### src/rtl/carpma_seq_if.sv
// Start/done handshake bundle for the carpma_seq shift-add multiplier.
interface carpma_seq_if #(
    parameter int unsigned WIDTH = 8
);
    logic                   start;
    logic                   signed_mode;
    logic [WIDTH-1:0]       multiplicand;
    logic [WIDTH-1:0]       multiplier;
    logic [2*WIDTH-1:0]     product;
    logic                   busy;
    logic                   done;

    modport master (
        output start, signed_mode, multiplicand, multiplier,
        input  product, busy, done
    );

    modport slave (
        input  start, signed_mode, multiplicand, multiplier,
        output product, busy, done
    );
endinterface

### src/rtl/carpma_seq.sv
// Sequential shift-add multiplier, one partial product per clock, signed/unsigned per operation.
// Optional CARPMA_EARLY_EXIT_EN: finish as soon as the remaining multiplier bits are all zero.
module carpma_seq #(
    parameter int unsigned WIDTH = 8
) (
    input  logic          clk,
    input  logic          rst,
    carpma_seq_if.slave   bus
);

    localparam int unsigned P_W   = 2 * WIDTH;
    localparam int unsigned CNT_W = (WIDTH > 1) ? $clog2(WIDTH) : 1;

    typedef enum logic [1:0] {
        ST_IDLE = 2'd0,
        ST_CALC = 2'd1,
        ST_DONE = 2'd2
    } state_e;

    state_e             state_q, state_d;
    logic [CNT_W-1:0]   cnt_q, cnt_d;
    logic [WIDTH-1:0]   mcand_q, mcand_d;
    logic [P_W-1:0]     p_q, p_d;
    logic               neg_q, neg_d;
    logic [P_W-1:0]     product_q, product_d;
    logic               busy_q, busy_d;
    logic               done_q, done_d;
`ifdef CARPMA_EARLY_EXIT_EN
    logic [WIDTH-1:0]   mrem_q, mrem_d;
`endif

    logic [WIDTH-1:0]   mag_a, mag_b;
    logic               neg_in;
    logic [WIDTH:0]     sum;
    logic [P_W-1:0]     p_step;
    logic [P_W-1:0]     p_final;
    logic               finish;

    always_ff @(posedge clk) begin
        if (rst) begin
            state_q   <= ST_IDLE;
            cnt_q     <= '0;
            mcand_q   <= '0;
            p_q       <= '0;
            neg_q     <= 1'b0;
            product_q <= '0;
            busy_q    <= 1'b0;
            done_q    <= 1'b0;
`ifdef CARPMA_EARLY_EXIT_EN
            mrem_q    <= '0;
`endif
        end else begin
            state_q   <= state_d;
            cnt_q     <= cnt_d;
            mcand_q   <= mcand_d;
            p_q       <= p_d;
            neg_q     <= neg_d;
            product_q <= product_d;
            busy_q    <= busy_d;
            done_q    <= done_d;
`ifdef CARPMA_EARLY_EXIT_EN
            mrem_q    <= mrem_d;
`endif
        end
    end

    // Operand magnitudes; two's-complement negate of the most negative value
    // yields 2^(WIDTH-1), which is exactly the unsigned magnitude we want.
    always_comb begin
        mag_a  = (bus.signed_mode && bus.multiplicand[WIDTH-1])
                 ? (~bus.multiplicand + WIDTH'(1)) : bus.multiplicand;
        mag_b  = (bus.signed_mode && bus.multiplier[WIDTH-1])
                 ? (~bus.multiplier + WIDTH'(1)) : bus.multiplier;
        neg_in = bus.signed_mode & (bus.multiplicand[WIDTH-1] ^ bus.multiplier[WIDTH-1]);
    end

    // One shift-add step on {acc, multiplier}; the carry lands in the top bit after the shift.
    always_comb begin
        sum    = {1'b0, p_q[P_W-1:WIDTH]} + (p_q[0] ? {1'b0, mcand_q} : {(WIDTH+1){1'b0}});
        p_step = {sum, p_q[WIDTH-1:1]};
`ifdef CARPMA_EARLY_EXIT_EN
        finish  = (cnt_q == CNT_W'(WIDTH - 1)) || (mrem_q[WIDTH-1:1] == '0);
        p_final = p_step >> (CNT_W'(WIDTH - 1) - cnt_q);
`else
        finish  = (cnt_q == CNT_W'(WIDTH - 1));
        p_final = p_step;
`endif
    end

    always_comb begin
        state_d   = state_q;
        cnt_d     = cnt_q;
        mcand_d   = mcand_q;
        p_d       = p_q;
        neg_d     = neg_q;
        product_d = product_q;
        busy_d    = 1'b0;
        done_d    = 1'b0;
`ifdef CARPMA_EARLY_EXIT_EN
        mrem_d    = mrem_q;
`endif

        unique case (state_q)
            ST_IDLE, ST_DONE: begin
                if (bus.start) begin
                    mcand_d = mag_a;
                    p_d     = {{WIDTH{1'b0}}, mag_b};
                    neg_d   = neg_in;
                    cnt_d   = '0;
                    busy_d  = 1'b1;
                    state_d = ST_CALC;
`ifdef CARPMA_EARLY_EXIT_EN
                    mrem_d  = mag_b;
`endif
                end else begin
                    state_d = ST_IDLE;
                end
            end
            ST_CALC: begin
                p_d   = p_step;
                cnt_d = cnt_q + CNT_W'(1);
`ifdef CARPMA_EARLY_EXIT_EN
                mrem_d = mrem_q >> 1;
`endif
                if (finish) begin
                    product_d = neg_q ? (~p_final + P_W'(1)) : p_final;
                    done_d    = 1'b1;
                    state_d   = ST_DONE;
                end else begin
                    busy_d    = 1'b1;
                end
            end
            default: state_d = ST_IDLE;
        endcase
    end

    assign bus.product = product_q;
    assign bus.busy    = busy_q;
    assign bus.done    = done_q;

endmodule

### src/flat_wrapper.sv
// flat-port wrapper written by rule: the top's interface ports become plain ports
module carpma_seq_flat 
#(
    parameter int unsigned WIDTH = 8
)
  (clk, rst, bus_start, bus_signed_mode, bus_multiplicand, bus_multiplier, bus_product, bus_busy, bus_done);
  carpma_seq_if #(.WIDTH(WIDTH)) bus_i ();
  input  logic clk;
  input  logic rst;
  input wire logic [$bits(bus_i.start)-1:0] bus_start;
  input wire logic [$bits(bus_i.signed_mode)-1:0] bus_signed_mode;
  input wire logic [$bits(bus_i.multiplicand)-1:0] bus_multiplicand;
  input wire logic [$bits(bus_i.multiplier)-1:0] bus_multiplier;
  output wire logic [$bits(bus_i.product)-1:0] bus_product;
  output wire logic [$bits(bus_i.busy)-1:0] bus_busy;
  output wire logic [$bits(bus_i.done)-1:0] bus_done;
  assign bus_i.start = bus_start;
  assign bus_i.signed_mode = bus_signed_mode;
  assign bus_i.multiplicand = bus_multiplicand;
  assign bus_i.multiplier = bus_multiplier;
  assign bus_product = bus_i.product;
  assign bus_busy = bus_i.busy;
  assign bus_done = bus_i.done;
  carpma_seq #(.WIDTH(WIDTH)) u_core (.clk(clk), .rst(rst), .bus(bus_i));
endmodule
### config.mk
export PLATFORM = sky130hd
export DESIGN_NAME = carpma_seq_flat
export DESIGN_NICKNAME = d
export VERILOG_FILES = /design/src/rtl/carpma_seq_if.sv /design/src/rtl/carpma_seq.sv /design/src/flat_wrapper.sv
export SDC_FILE = /design/constraint.sdc
export NUM_CORES = 1
export LEC_CHECK = 0
export ABC_CLOCK_PERIOD_IN_PS = 3700
export BUFFER_PORTS_ARGS = -buffer_cell sky130_fd_sc_hd__buf_2
export CORE_MARGIN = 2
export CORE_UTILIZATION = 57
export DETAILED_ROUTE_END_ITERATION = 8
export GPL_TIMING_DRIVEN = 0
export PLACE_DENSITY = 0.87
export SLEW_MARGIN = 20
export SYNTH_ARGS = -nofsm -noshare
export SYNTH_HDL_FRONTEND = slang
export SYNTH_SLANG_ARGS = --single-unit
### constraint.sdc
create_clock -name clk -period 3.7 [get_ports clk]
set_input_delay 0.37 -clock clk [delete_from_list [all_inputs] [get_ports clk]]
set_output_delay 0.37 -clock clk [all_outputs]
set_load 0.02 [all_outputs]
==> results.txt, run 1 <==
Drt via density - 5.94
FF+latch count, synth - 48
Clock transition at path regs - 0.09 ns
Critical path type - flip-flop to flip-flop
Yosys top cell area share - 0.348
H-tree Lvls - 2
RR Endpoint - u_core.bus.product[13]
Drt pass-1 iters - 4
Worst r2r src - u_core.p_q[0]
Register-to-Register Path Depth - 8
Peak supply drop - 0.222 mV
CTS Buf Count - 5
Overall power - 1.11 mW
Clock buffer depth - 2
Commonest non-fill, non-tap cell in the layout - dfxtp_1
Final core utilization - 0.664
Leak pwr - 1.31 nW
Warnings from Yosys - 0
Antenna diodes - 0
Filler cells - 398
Number of I/O port buffers - 36
DP HPWL - 4720 µm
Final setup fails - 0
Post-Syn Area - 2760 µm²
Pwr dens - 355 nW/µm²
GRT Overall Usage - 0.243
Outcome - finished, final reports clean
Max-cap violations - 0
Worst Hold Margin - 0.298 ns
Drt drc - 0
Die footprint - 5420 µm²
Worst-Skew Late Latency - 0.30 ns
Die width - 73.6 µm
Final period utilization - 0.809
RSZ-0062 raised after global routing - false
Routed via count - 2538
Min-delay worst type - input port to flip-flop
TNS Setup - 0 ns
Primary FF master, synth - dfxtp_1
Hold EP - u_core.mcand_q[4]
Slew @ Worst Pin - 0.586 ns
Reg2reg setup slack - 0.71 ns
Antenna violations before repair - 0
Fmax achieved - 334 MHz
Die H - 73.6 µm
Most frequent CP cell - or3_1
CTS Root Cell - clkbuf_8
Core Region - 4690 µm²
Hold_sp - rst
Main area contributors after synthesis - dfxtp_1 (35%), ha_1 (5.9%), nor2_1 (5.7%), a211oi_1 (4.9%), xor2_1 (4.8%)
Hold Path Cell Cnt - 2
WL final - 6200 µm
First-pass GRT wire length - 10300 µm
Slew Viols, Final - 0
Crit end category - flip-flop
Vias in the first global route - 2269
Nets - 406
Final Wtd Congestion - 0.897
Minimum clock period - 2.99 ns
Data arrival, critical path - 3.21 ns
Post-CTS Resized - 0
Worst Path Required - 3.92 ns
Starting DRC count in detailed routing - 160
Area Growth Syn to Fin - 12.9%
CP peak stage delay - 0.50 ns
Crit-path max FO - 9
Effective utilization at floorplan - 0.589
Slowest CP cell - fa_1
Leading area contributor after synthesis - dfxtp_1
# IOs - 38
Synth cell types - 49
Pin count of the biggest net entering global routing - 15
Most frequent cells in the layout - dfxtp_1 (48), nor2_1 (42), buf_2 (37)
Hold_buf cts - 0
Syn_nets - 363
CTS tree - done
Ys async rst share - 0
Post-synthesis sequential area ratio - 0.348
Cell Chain, Critical Path - and2_1 > ha_1 > fa_1 > or3_1 > or3_1 > o41ai_1 > xor2_1 > a211oi_1
Routed Antenna Nets - 0
Syn Area/Cell - 8.39 µm²
Relative slew slack - 0.608
Row count - 25
Fraction of final layout cells sized beyond drive strength 1 - 0.147
Final Skew - 0.00767 ns
Final Hold Violating Endpoints - 0
Setup crit start kind - flip-flop
CTS sink cnt - 48
DR WL/cell - 14.5 µm
Postcts setup bufs - 0
Post-synthesis cell count - 329
Post-synth EDFFs - 0
Overflow after GRT - 0
-- how the worst max path moves through the flow --
stage | startpoint | endpoint | cells past startpoint
6_report | u_core.p_q[0] | u_core.bus.product[13] | 8
5_1_grt | u_core.p_q[0] | u_core.bus.product[13] | 8
4_1_cts | u_core.p_q[0] | u_core.bus.product[13] | 8
3_5_place_dp | u_core.p_q[0] | u_core.bus.product[13] | 8
3_3_place_gp | u_core.p_q[0] | u_core.bus.product[13] | 8
2_1_floorplan | u_core.p_q[0] | u_core.bus.product[13] | 8
-- critical path, delay by kind of cell (launching register included) --
| family | cells | cell delay, ns |
|---|---|---|
| simple gates | 3 | 1.02 |
| fa+ha+maj | 2 | 0.71 |
| compound gates | 2 | 0.63 |
| flops | 1 | 0.42 |
| xor+xnor | 1 | 0.11 |
-- per-stage QoR --
step	cell area (µm²)	setup WS (ns)	cells
2_1_floorplan	2760	1.05	329
3_3_place_gp	3010	0.827	419
3_5_place_dp	3010	0.773	419
4_1_cts	3120	0.747	427
5_1_grt	3120	0.580	427
6_report	3120	0.706	427
-- state kept, by name, summed over array words and instances, names as in the netlist --
name and flops:
u_core.bus.product 16, u_core.bus.busy 1, u_core.cnt_q 3, u_core.state_q 2
u_core.p_q 16, u_core.neg_q 1, u_core.bus.done 1, u_core.mcand_q 8
-- area by class of cell --
type,instances,area (µm²),share of cell area
clock buffers,6,72.6,0.0233
flip-flops and latches,48,961,0.308
well taps,54,67.6,0.0217
multi-input cells,252,1660,0.532
plain buffers,18,100,0.0321
repair buffers,36,180,0.0578
clock inverters,2,35.0,0.0112
inverters,11,41.3,0.0132
-- power by group --
group | internal [mW] | switching, mW
Clock | 0.201 | 0.174
Combinational | 0.0737 | 0.110
Sequential | 0.534 | 0.0137
Total | 0.808 | 0.299
-- kinds of logic (layout without fill, tap and decap cells) --
group           after synthesis  in the layout  synth area share
compound gates               96             96             0.248
buf+inv                      29             73            0.0512
fa+ha+maj                    14             14            0.0662
mux                           2              2           0.00725
flops                        48             48             0.348
simple gates                116            116             0.203
xor+xnor                     24             24            0.0761
-- synth_stat cells (2+ instances only) --
library cell,n
nor2b_1,4
a21oi_1,20
xor2_1,15
a211oi_1,18
ha_1,13
nor2_1,42
dfxtp_1,48
o31ai_1,3
a21o_1,4
nor4_1,2
nor3_1,7
buf_6,2
nand3_1,7
a22oi_1,15
inv_1,11
mux2i_1,2
or3_1,4
xnor2_1,9
nand2b_1,6
clkbuf_1,13
and2_1,9
o41ai_1,2
o21ai_0,10
a31oi_1,6
nor3b_1,2
o21ai_1,2
a22oi_2,2
a221oi_1,2
nand2_1,27
a311oi_1,3
-- routing by layer --
layer  routed length (µm)  vias up  part of all wire  GRT usage
met5                    0        -                 0          0
met4                   81        0             0.013     0.0707
met3                  230        8             0.037     0.0370
met2                 3000       61              0.48      0.414
met1                 2880     1202              0.47      0.317
li1                     -     1267                 -          -
No activity file was read; power rests on OpenSTA's default activity.
==> run 2, diff against run 1 <==
--- a/config.mk
+++ b/config.mk
@@ -5,13 +5,14 @@
 export SDC_FILE = /design/constraint.sdc
 export NUM_CORES = 1
 export LEC_CHECK = 0
-export ABC_CLOCK_PERIOD_IN_PS = 3700
+export ABC_AREA = 1
+export ABC_CLOCK_PERIOD_IN_PS = 3100
 export BUFFER_PORTS_ARGS = -buffer_cell sky130_fd_sc_hd__buf_2
 export CORE_MARGIN = 2
-export CORE_UTILIZATION = 57
+export CORE_UTILIZATION = 58
 export DETAILED_ROUTE_END_ITERATION = 8
 export GPL_TIMING_DRIVEN = 0
-export PLACE_DENSITY = 0.87
+export PLACE_DENSITY = 0.88
 export SLEW_MARGIN = 20
 export SYNTH_ARGS = -nofsm -noshare
 export SYNTH_HDL_FRONTEND = slang
==> constraint.sdc (replaced) <==
create_clock -name clk -period 3.1 [get_ports clk]
set_input_delay 0.31 -clock clk [delete_from_list [all_inputs] [get_ports clk]]
set_output_delay 0.31 -clock clk [all_outputs]
set_load 0.02 [all_outputs]
==> run 2 against run 1 <==
Net effect:
- sequential share of layout area fell by 2.3 points
- sequential power up 20%
- worst setup slack got worse by 0.0087 ns
- wire length increased by 18%
- critical path type unchanged
- critical endpoint is now u_core.bus.product[14]
- maximum frequency is 25% higher
==> results.txt, run 2 <==
Main area contributors after synthesis - dfxtp_1 (32%), nand2_1 (15%), inv_1 (7.5%), a21oi_1 (5.7%), ha_1 (5.5%)
RR Endpoint - u_core.bus.product[14]
Max-cap violations - 0 (unchanged)
Fmax achieved - 416 MHz (+25%)
CTS tree - done
Hold_buf cts - 0 (unchanged)
CTS sink cnt - 48 (unchanged)
Crit end category - flip-flop
Setup crit start kind - flip-flop
Syn_nets - 474 (+31%)
CTS Buf Count - 5 (unchanged)
Post-synthesis cell count - 440 (+34%)
Post-synthesis sequential area ratio - 0.324 (-0.0235)
Outcome - finished, final reports clean
Cell with the most instances after synthesis - nand2_1
Most frequent cells after synthesis - nand2_1 (122), inv_1 (59), dfxtp_1 (48)
Pin count of the biggest net entering global routing - 17 (+2)
Commonest non-fill, non-tap cell in the layout - nand2_1
# IOs - 38 (unchanged)
Starting DRC count in detailed routing - 179 (+12%)
Final Hold Violating Endpoints - 0 (unchanged)
Hold Path Cell Cnt - 2 (unchanged)
Worst setup margin - 0.697 ns (-0.00867 ns)
CTS Root Cell - clkbuf_8
Met3 GRT Util - 0.0476 (+0.0106)
Post-CTS Resized - 0 (unchanged)
Leak pwr - 1.71 nW (+30%)
Post-synth EDFFs - 0 (unchanged)
Register-to-Register Path Depth - 15 (+7)
H-tree Lvls - 2 (unchanged)
Row count - 26 (+4.0%)
Nets - 518 (+28%)
DR WL/cell - 13.2 µm (-9.3%)
Die footprint - 5690 µm² (+5.1%)
Worst Path Required - 3.32 ns (-0.60 ns)
GRT Overall Usage - 0.275 (+0.0324)
Drt pass-1 iters - 5 (+1)
Worst-Skew Late Latency - 0.31 ns (about the same)
Core Region - 5010 µm² (+6.8%)
FF+latch count, synth - 48 (unchanged)
Area Growth Syn to Fin - 13.9%
Syn Area/Cell - 6.73 µm² (-20%)
Pre-CTS setup slack - 0.741 ns (-0.0324 ns)
Die H - 75.5 µm (+2.5%)
Final setup fails - 0 (unchanged)
Critical path type - flip-flop to flip-flop
Drt drc - 0 (unchanged)
Effective utilization at floorplan - 0.591 (+0.00263)
Met2 usage - 0.485 (+0.0713)
Synth cell types - 35 (-29%)
Antenna diodes - 0 (unchanged)
Drt via density - 5.42 (-8.9%)
Number of I/O port buffers - 37 (+2.8%)
Antenna violations before repair - 0 (unchanged)
Slew @ Worst Pin - 0.525 ns (-0.0615 ns)
First-pass GRT wire length - 12200 µm (+18%)
Pwr dens - 427 nW/µm² (+20%)
Hold EP - u_core.state_q[1]
Overflow after GRT - 0 (unchanged)
TNS Setup - 0 ns (unchanged)
Fraction of final layout cells sized beyond drive strength 1 - 0.169 (+0.0216)
Minimum clock period - 2.40 ns (-0.591 ns)
Primary FF master, synth - dfxtp_1
Final core utilization - 0.673 (+0.00881)
Min-delay worst type - input port to flip-flop
Routed via count - 3006 (+18%)
Post-Syn Area - 2960 µm² (+7.2%)
Cell area after layout - 3370 µm² (+8.2%)
Relative slew slack - 0.650 (+0.0425)
WL final - 7310 µm (+18%)
Final period utilization - 0.775 (-0.0341)
DP HPWL - 5520 µm (+17%)
Overall power - 1.44 mW (+30%)
GRT busiest layer - met2
Dpl cell area - 3230 µm² (+7.5%)
Final Skew - 0.00899 ns (+0.00132 ns)
Slew Viols, Final - 0 (unchanged)
Routed Antenna Nets - 0 (unchanged)
Data arrival, critical path - 2.62 ns (-0.59 ns)
Most frequent cells in the layout - nand2_1 (122), inv_1 (59), dfxtp_1 (48)
Die width - 75.5 µm (+2.5%)
Worst r2r src - u_core.p_q[0]
Placed cell count - 547 (+31%)
Postcts setup bufs - 0 (unchanged)
Leading area contributor after synthesis - dfxtp_1
Yosys top cell area share - 0.324 (-0.0235)
Crit-path max FO - 9 (unchanged)
Final Non-Filler Cells - 555 (+30%)
Reg2reg setup slack - 0.70 ns (about the same)
Hold_sp - rst
Worst Hold Margin - 0.257 ns (-0.0403 ns)
Met1 GRT Util - 0.329 (+0.0121)
Clock buffer depth - 2 (unchanged)
Clock transition at path regs - 0.10 ns (about the same)
Warnings from Yosys - 0 (unchanged)
RSZ-0062 raised after global routing - false
Peak supply drop - 0.330 mV (+49%)
Ys async rst share - 0 (unchanged)
Final Wtd Congestion - 0.860 (-4.1%)
Vias in the first global route - 2790 (+23%)
## run 2: cells by family after synthesis
family	synth area share
buf+inv	0.102
fa+ha+maj	0.0617
simple gates	0.325
xor+xnor	0.0321
flops	0.324
compound gates	0.155
## run 2: worst max path at each step
stage,slack [ns],cells after the start,end,startpoint
2_1_floorplan,0.96,15,u_core.bus.product[14],u_core.p_q[0]
3_5_place_dp,0.74,13,u_core.bus.product[13],u_core.p_q[0]
4_1_cts,0.71,15,u_core.bus.product[14],u_core.p_q[0]
3_3_place_gp,0.76,13,u_core.bus.product[13],u_core.p_q[0]
5_1_grt,0.47,15,u_core.bus.product[14],u_core.p_q[0]
6_report,0.70,15,u_core.bus.product[14],u_core.p_q[0]
## run 2: critical path, cell delays in order, from the launching register on
cell	delay, ns
dfxtp_1	0.31
clkbuf_1	0.18
nand2_1	0.09
inv_1	0.05
ha_1	0.21
fa_1	0.45
xnor2_2	0.33
nand2_2	0.09
nor2_2	0.14
nand3_1	0.12
nand2_2	0.10
nand2_1	0.06
nand2_1	0.05
nand3_1	0.06
nand2_1	0.06
inv_1	0.03
## run 2: routing by layer
layer	vias to the layer above	part of all wire
met5	-	0
met4	0	0.024
met3	19	0.040
met2	92	0.51
met1	1381	0.43
li1	1514	-
## run 2: area by class of cell
type | count | area (µm²)
inverter | 63 | 236
sequential | 48 | 961
buffer | 14 | 65.1
clock buffer | 5 | 68.8
tap | 70 | 87.6
fill | 440 | 1640
multi-input combinational | 315 | 1700
timing repair buffer | 37 | 185
clock inverter | 3 | 68.8
## run 2: where the power goes
group,switching (mW),internal (mW),leakage [nW]
combinational,0.153,0.0783,1.25
clock,0.228,0.325,0.0687
sequential,0.0173,0.639,0.391
==> run 3, diff against run 2 <==
--- a/config.mk
+++ b/config.mk
@@ -6,13 +6,13 @@
 export NUM_CORES = 1
 export LEC_CHECK = 0
 export ABC_AREA = 1
-export ABC_CLOCK_PERIOD_IN_PS = 3100
+export ABC_CLOCK_PERIOD_IN_PS = 1900
 export BUFFER_PORTS_ARGS = -buffer_cell sky130_fd_sc_hd__buf_2
 export CORE_MARGIN = 2
-export CORE_UTILIZATION = 58
+export CORE_UTILIZATION = 52
 export DETAILED_ROUTE_END_ITERATION = 8
 export GPL_TIMING_DRIVEN = 0
-export PLACE_DENSITY = 0.88
+export PLACE_DENSITY = 0.84
 export SLEW_MARGIN = 20
 export SYNTH_ARGS = -nofsm -noshare
 export SYNTH_HDL_FRONTEND = slang
==> constraint.sdc (replaced) <==
create_clock -name clk -period 1.9 [get_ports clk]
set_input_delay 0.19 -clock clk [delete_from_list [all_inputs] [get_ports clk]]
set_output_delay 0.19 -clock clk [all_outputs]
set_load 0.02 [all_outputs]
==> run 3 against run 2 <==
Net effect:
- the flow now finishes with violations (setup timing)
- maximum frequency up 16%
- wire length up 2.7%
- clock skew up 0.0012 ns
- clock-buffer cell count unchanged
- utilization down 3.6 points
- die area up 11%
- critical endpoint is now u_core.bus.product[13]
- largest power group unchanged
==> results.txt, run 3 (synthesized netlist as in run 2, its figures left out) <==
Min-delay worst type - input port to flip-flop
CP peak stage delay - 0.43 ns (-0.02 ns)
Drt via density - 5.45 (+0.62%)
H-tree Lvls - 2 (unchanged)
RSZ-0062 raised after global routing - true
Crit-path max FO - 6 (-3)
WL final - 7500 µm (+2.7%)
Hold_buf cts - 0 (unchanged)
CTS Root Cell - clkbuf_8
Hold EP - u_core.state_q[1]
Pwr dens - 598 nW/µm² (+40%)
Filler cells - 470 (+6.8%)
Worst-Skew Late Latency - 0.31 ns (about the same)
Area Growth Syn to Fin - 18.4%
First-pass GRT wire length - 12400 µm (+1.5%)
Number of I/O port buffers - 37 (unchanged)
Vias in the first global route - 2788 (-0.072%)
Peak supply drop - 0.609 mV (+84%)
Failing checks - setup timing
Slew @ Worst Pin - 0.554 ns (+0.0291 ns)
Final Wtd Congestion - 0.837 (-2.7%)
Final Skew - 0.0102 ns (+0.00118 ns)
Leak pwr - 1.75 nW (+2.3%)
Clock buffer depth - 2 (unchanged)
Antenna violations before repair - 0 (unchanged)
Register-to-Register Path Depth - 13 (-2)
Slew Viols, Final - 0 (unchanged)
Worst r2r src - u_core.p_q[0]
Clock transition at path regs - 0.09 ns (about the same)
RR Endpoint - u_core.bus.product[13]
Critical path type - flip-flop to flip-flop
CTS Buf Count - 5 (unchanged)
Relative slew slack - 0.631 (-0.0194)
DR WL/cell - 13.3 µm (+0.85%)
Reg2reg setup slack - -0.17 ns (-0.86 ns)
Antenna diodes - 0 (unchanged)
# IOs - 38 (unchanged)
Pre-CTS setup slack - -0.243 ns (-0.983 ns)
Minimum clock period - 2.07 ns (-0.335 ns)
Effective utilization at floorplan - 0.538 (-0.0533)
Final period utilization - 1.09 (+0.313)
Die H - 79.5 µm (+5.3%)
Overflow after GRT - 0 (unchanged)
Hold_sp - rst
Die width - 79.5 µm (+5.3%)
Routed via count - 3079 (+2.4%)
Fmax achieved - 484 MHz (+16%)
Worst Path Required - 2.11 ns (-1.21 ns)
Row count - 27 (+3.8%)
Routed Antenna Nets - 0 (unchanged)
Fraction of final layout cells sized beyond drive strength 1 - 0.223 (+0.0541)
Data arrival, critical path - 2.28 ns (-0.34 ns)
Slowest CP cell - fa_2
Nets - 526 (+1.5%)
GRT Overall Usage - 0.246 (-0.0289)
Max-cap violations - 0 (unchanged)
Pin count of the biggest net entering global routing - 16 (-1)
Worst setup margin - -0.168 ns (-0.865 ns)
Final setup fails - 6 (+6)
Most frequent cells in the layout - nand2_1 (119), inv_1 (57), dfxtp_1 (47)
DP HPWL - 5400 µm (-2.2%)
Hold Path Cell Cnt - 2 (unchanged)
Die footprint - 6310 µm² (+11%)
Core Region - 5510 µm² (+9.9%)
Outcome - finished, violations left
Cell Chain, Critical Path - nand2_2 > inv_2 > ha_4 > fa_2 > xnor2_4 > buf_4 > nand3_2 > nor2_4 > nand3_2 > nand2_2 > nor2_1 > o21ai_1 > inv_1
CTS tree - done
Setup crit start kind - flip-flop
Commonest non-fill, non-tap cell in the layout - nand2_1
CTS sink cnt - 48 (unchanged)
Starting DRC count in detailed routing - 217 (+21%)
Drt pass-1 iters - 5 (unchanged)
Overall power - 2.10 mW (+46%)
Drt drc - 0 (unchanged)
Crit end category - flip-flop
Final Hold Violating Endpoints - 0 (unchanged)
[run 3: worst max-delay path by stage]
stage	start	endpoint	slack [ns]	depth (start not counted)
detailed placement	u_core.p_q[0]	u_core.bus.product[14]	-0.24	15
finish	u_core.p_q[0]	u_core.bus.product[13]	-0.17	13
global route	u_core.p_q[0]	u_core.bus.product[14]	-0.30	14
floorplan	u_core.p_q[0]	u_core.bus.product[14]	-0.09	15
CTS	u_core.p_q[0]	u_core.bus.product[14]	-0.10	14
global placement	u_core.p_q[0]	u_core.bus.product[14]	-0.20	15
[run 3: cell type report]
class | instances | area, µm² | area share
buffer | 13 | 61.3 | 0.0175
inverter | 63 | 236 | 0.0675
clock buffer | 5 | 68.8 | 0.0196
tap | 72 | 90.1 | 0.0257
clock inverter | 3 | 18.8 | 0.00535
multi-input combinational | 315 | 1820 | 0.518
timing repair buffer | 46 | 250 | 0.0714
sequential | 48 | 965 | 0.275
[run 3: stage by stage]
step           std cells  utilization  TNS [ns]  hold slack (ns)  instance area, µm²
2_1_floorplan        440            -    -0.366            0.263                3010
3_3_place_gp         549        0.597     -1.09            0.446                3290
3_5_place_dp         549        0.597     -1.31            0.448                3290
4_1_cts              561        0.627    -0.399            0.137                3450
5_1_grt              565        0.637     -1.75            0.153                3510
6_report             565        0.637    -0.853            0.148                3510
[run 3: per-layer routing]
layer | vias up | wire length, µm | global-route usage
li1 | 1530 | - | -
met1 | 1452 | 3280 | 0.302
met2 | 78 | 3700 | 0.429
met3 | 19 | 331 | 0.0452
met4 | 0 | 188 | 0.0879
met5 | - | 0 | 0
[run 3: where the power goes]
part / internal [mW] / switching (mW) / leakage (nW)
Combinational: 0.145 / 0.258 / 1.31
Clock: 0.257 / 0.362 / 0.0479
Sequential: 1.04 / 0.0307 / 0.391
[run 3: worst max-delay path: cells and delay by family, from the launching register on]
| kind | cells | cell delay [ns] |
|---|---|---|
| AND/OR/NAND/NOR | 6 | 0.43 |
| AO/OA/AOI/OAI | 1 | 0.11 |
| buffers and inverters | 3 | 0.23 |
| adder cells (fa/ha/maj) | 2 | 0.58 |
| flip-flops | 1 | 0.37 |
| XOR/XNOR | 1 | 0.25 |
[run 3: timing repair]
item,in CTS,in global routing
resized for setup,14,5
pin swaps,14,10
setup endpoints to repair,8,8
setup buffers,5,4
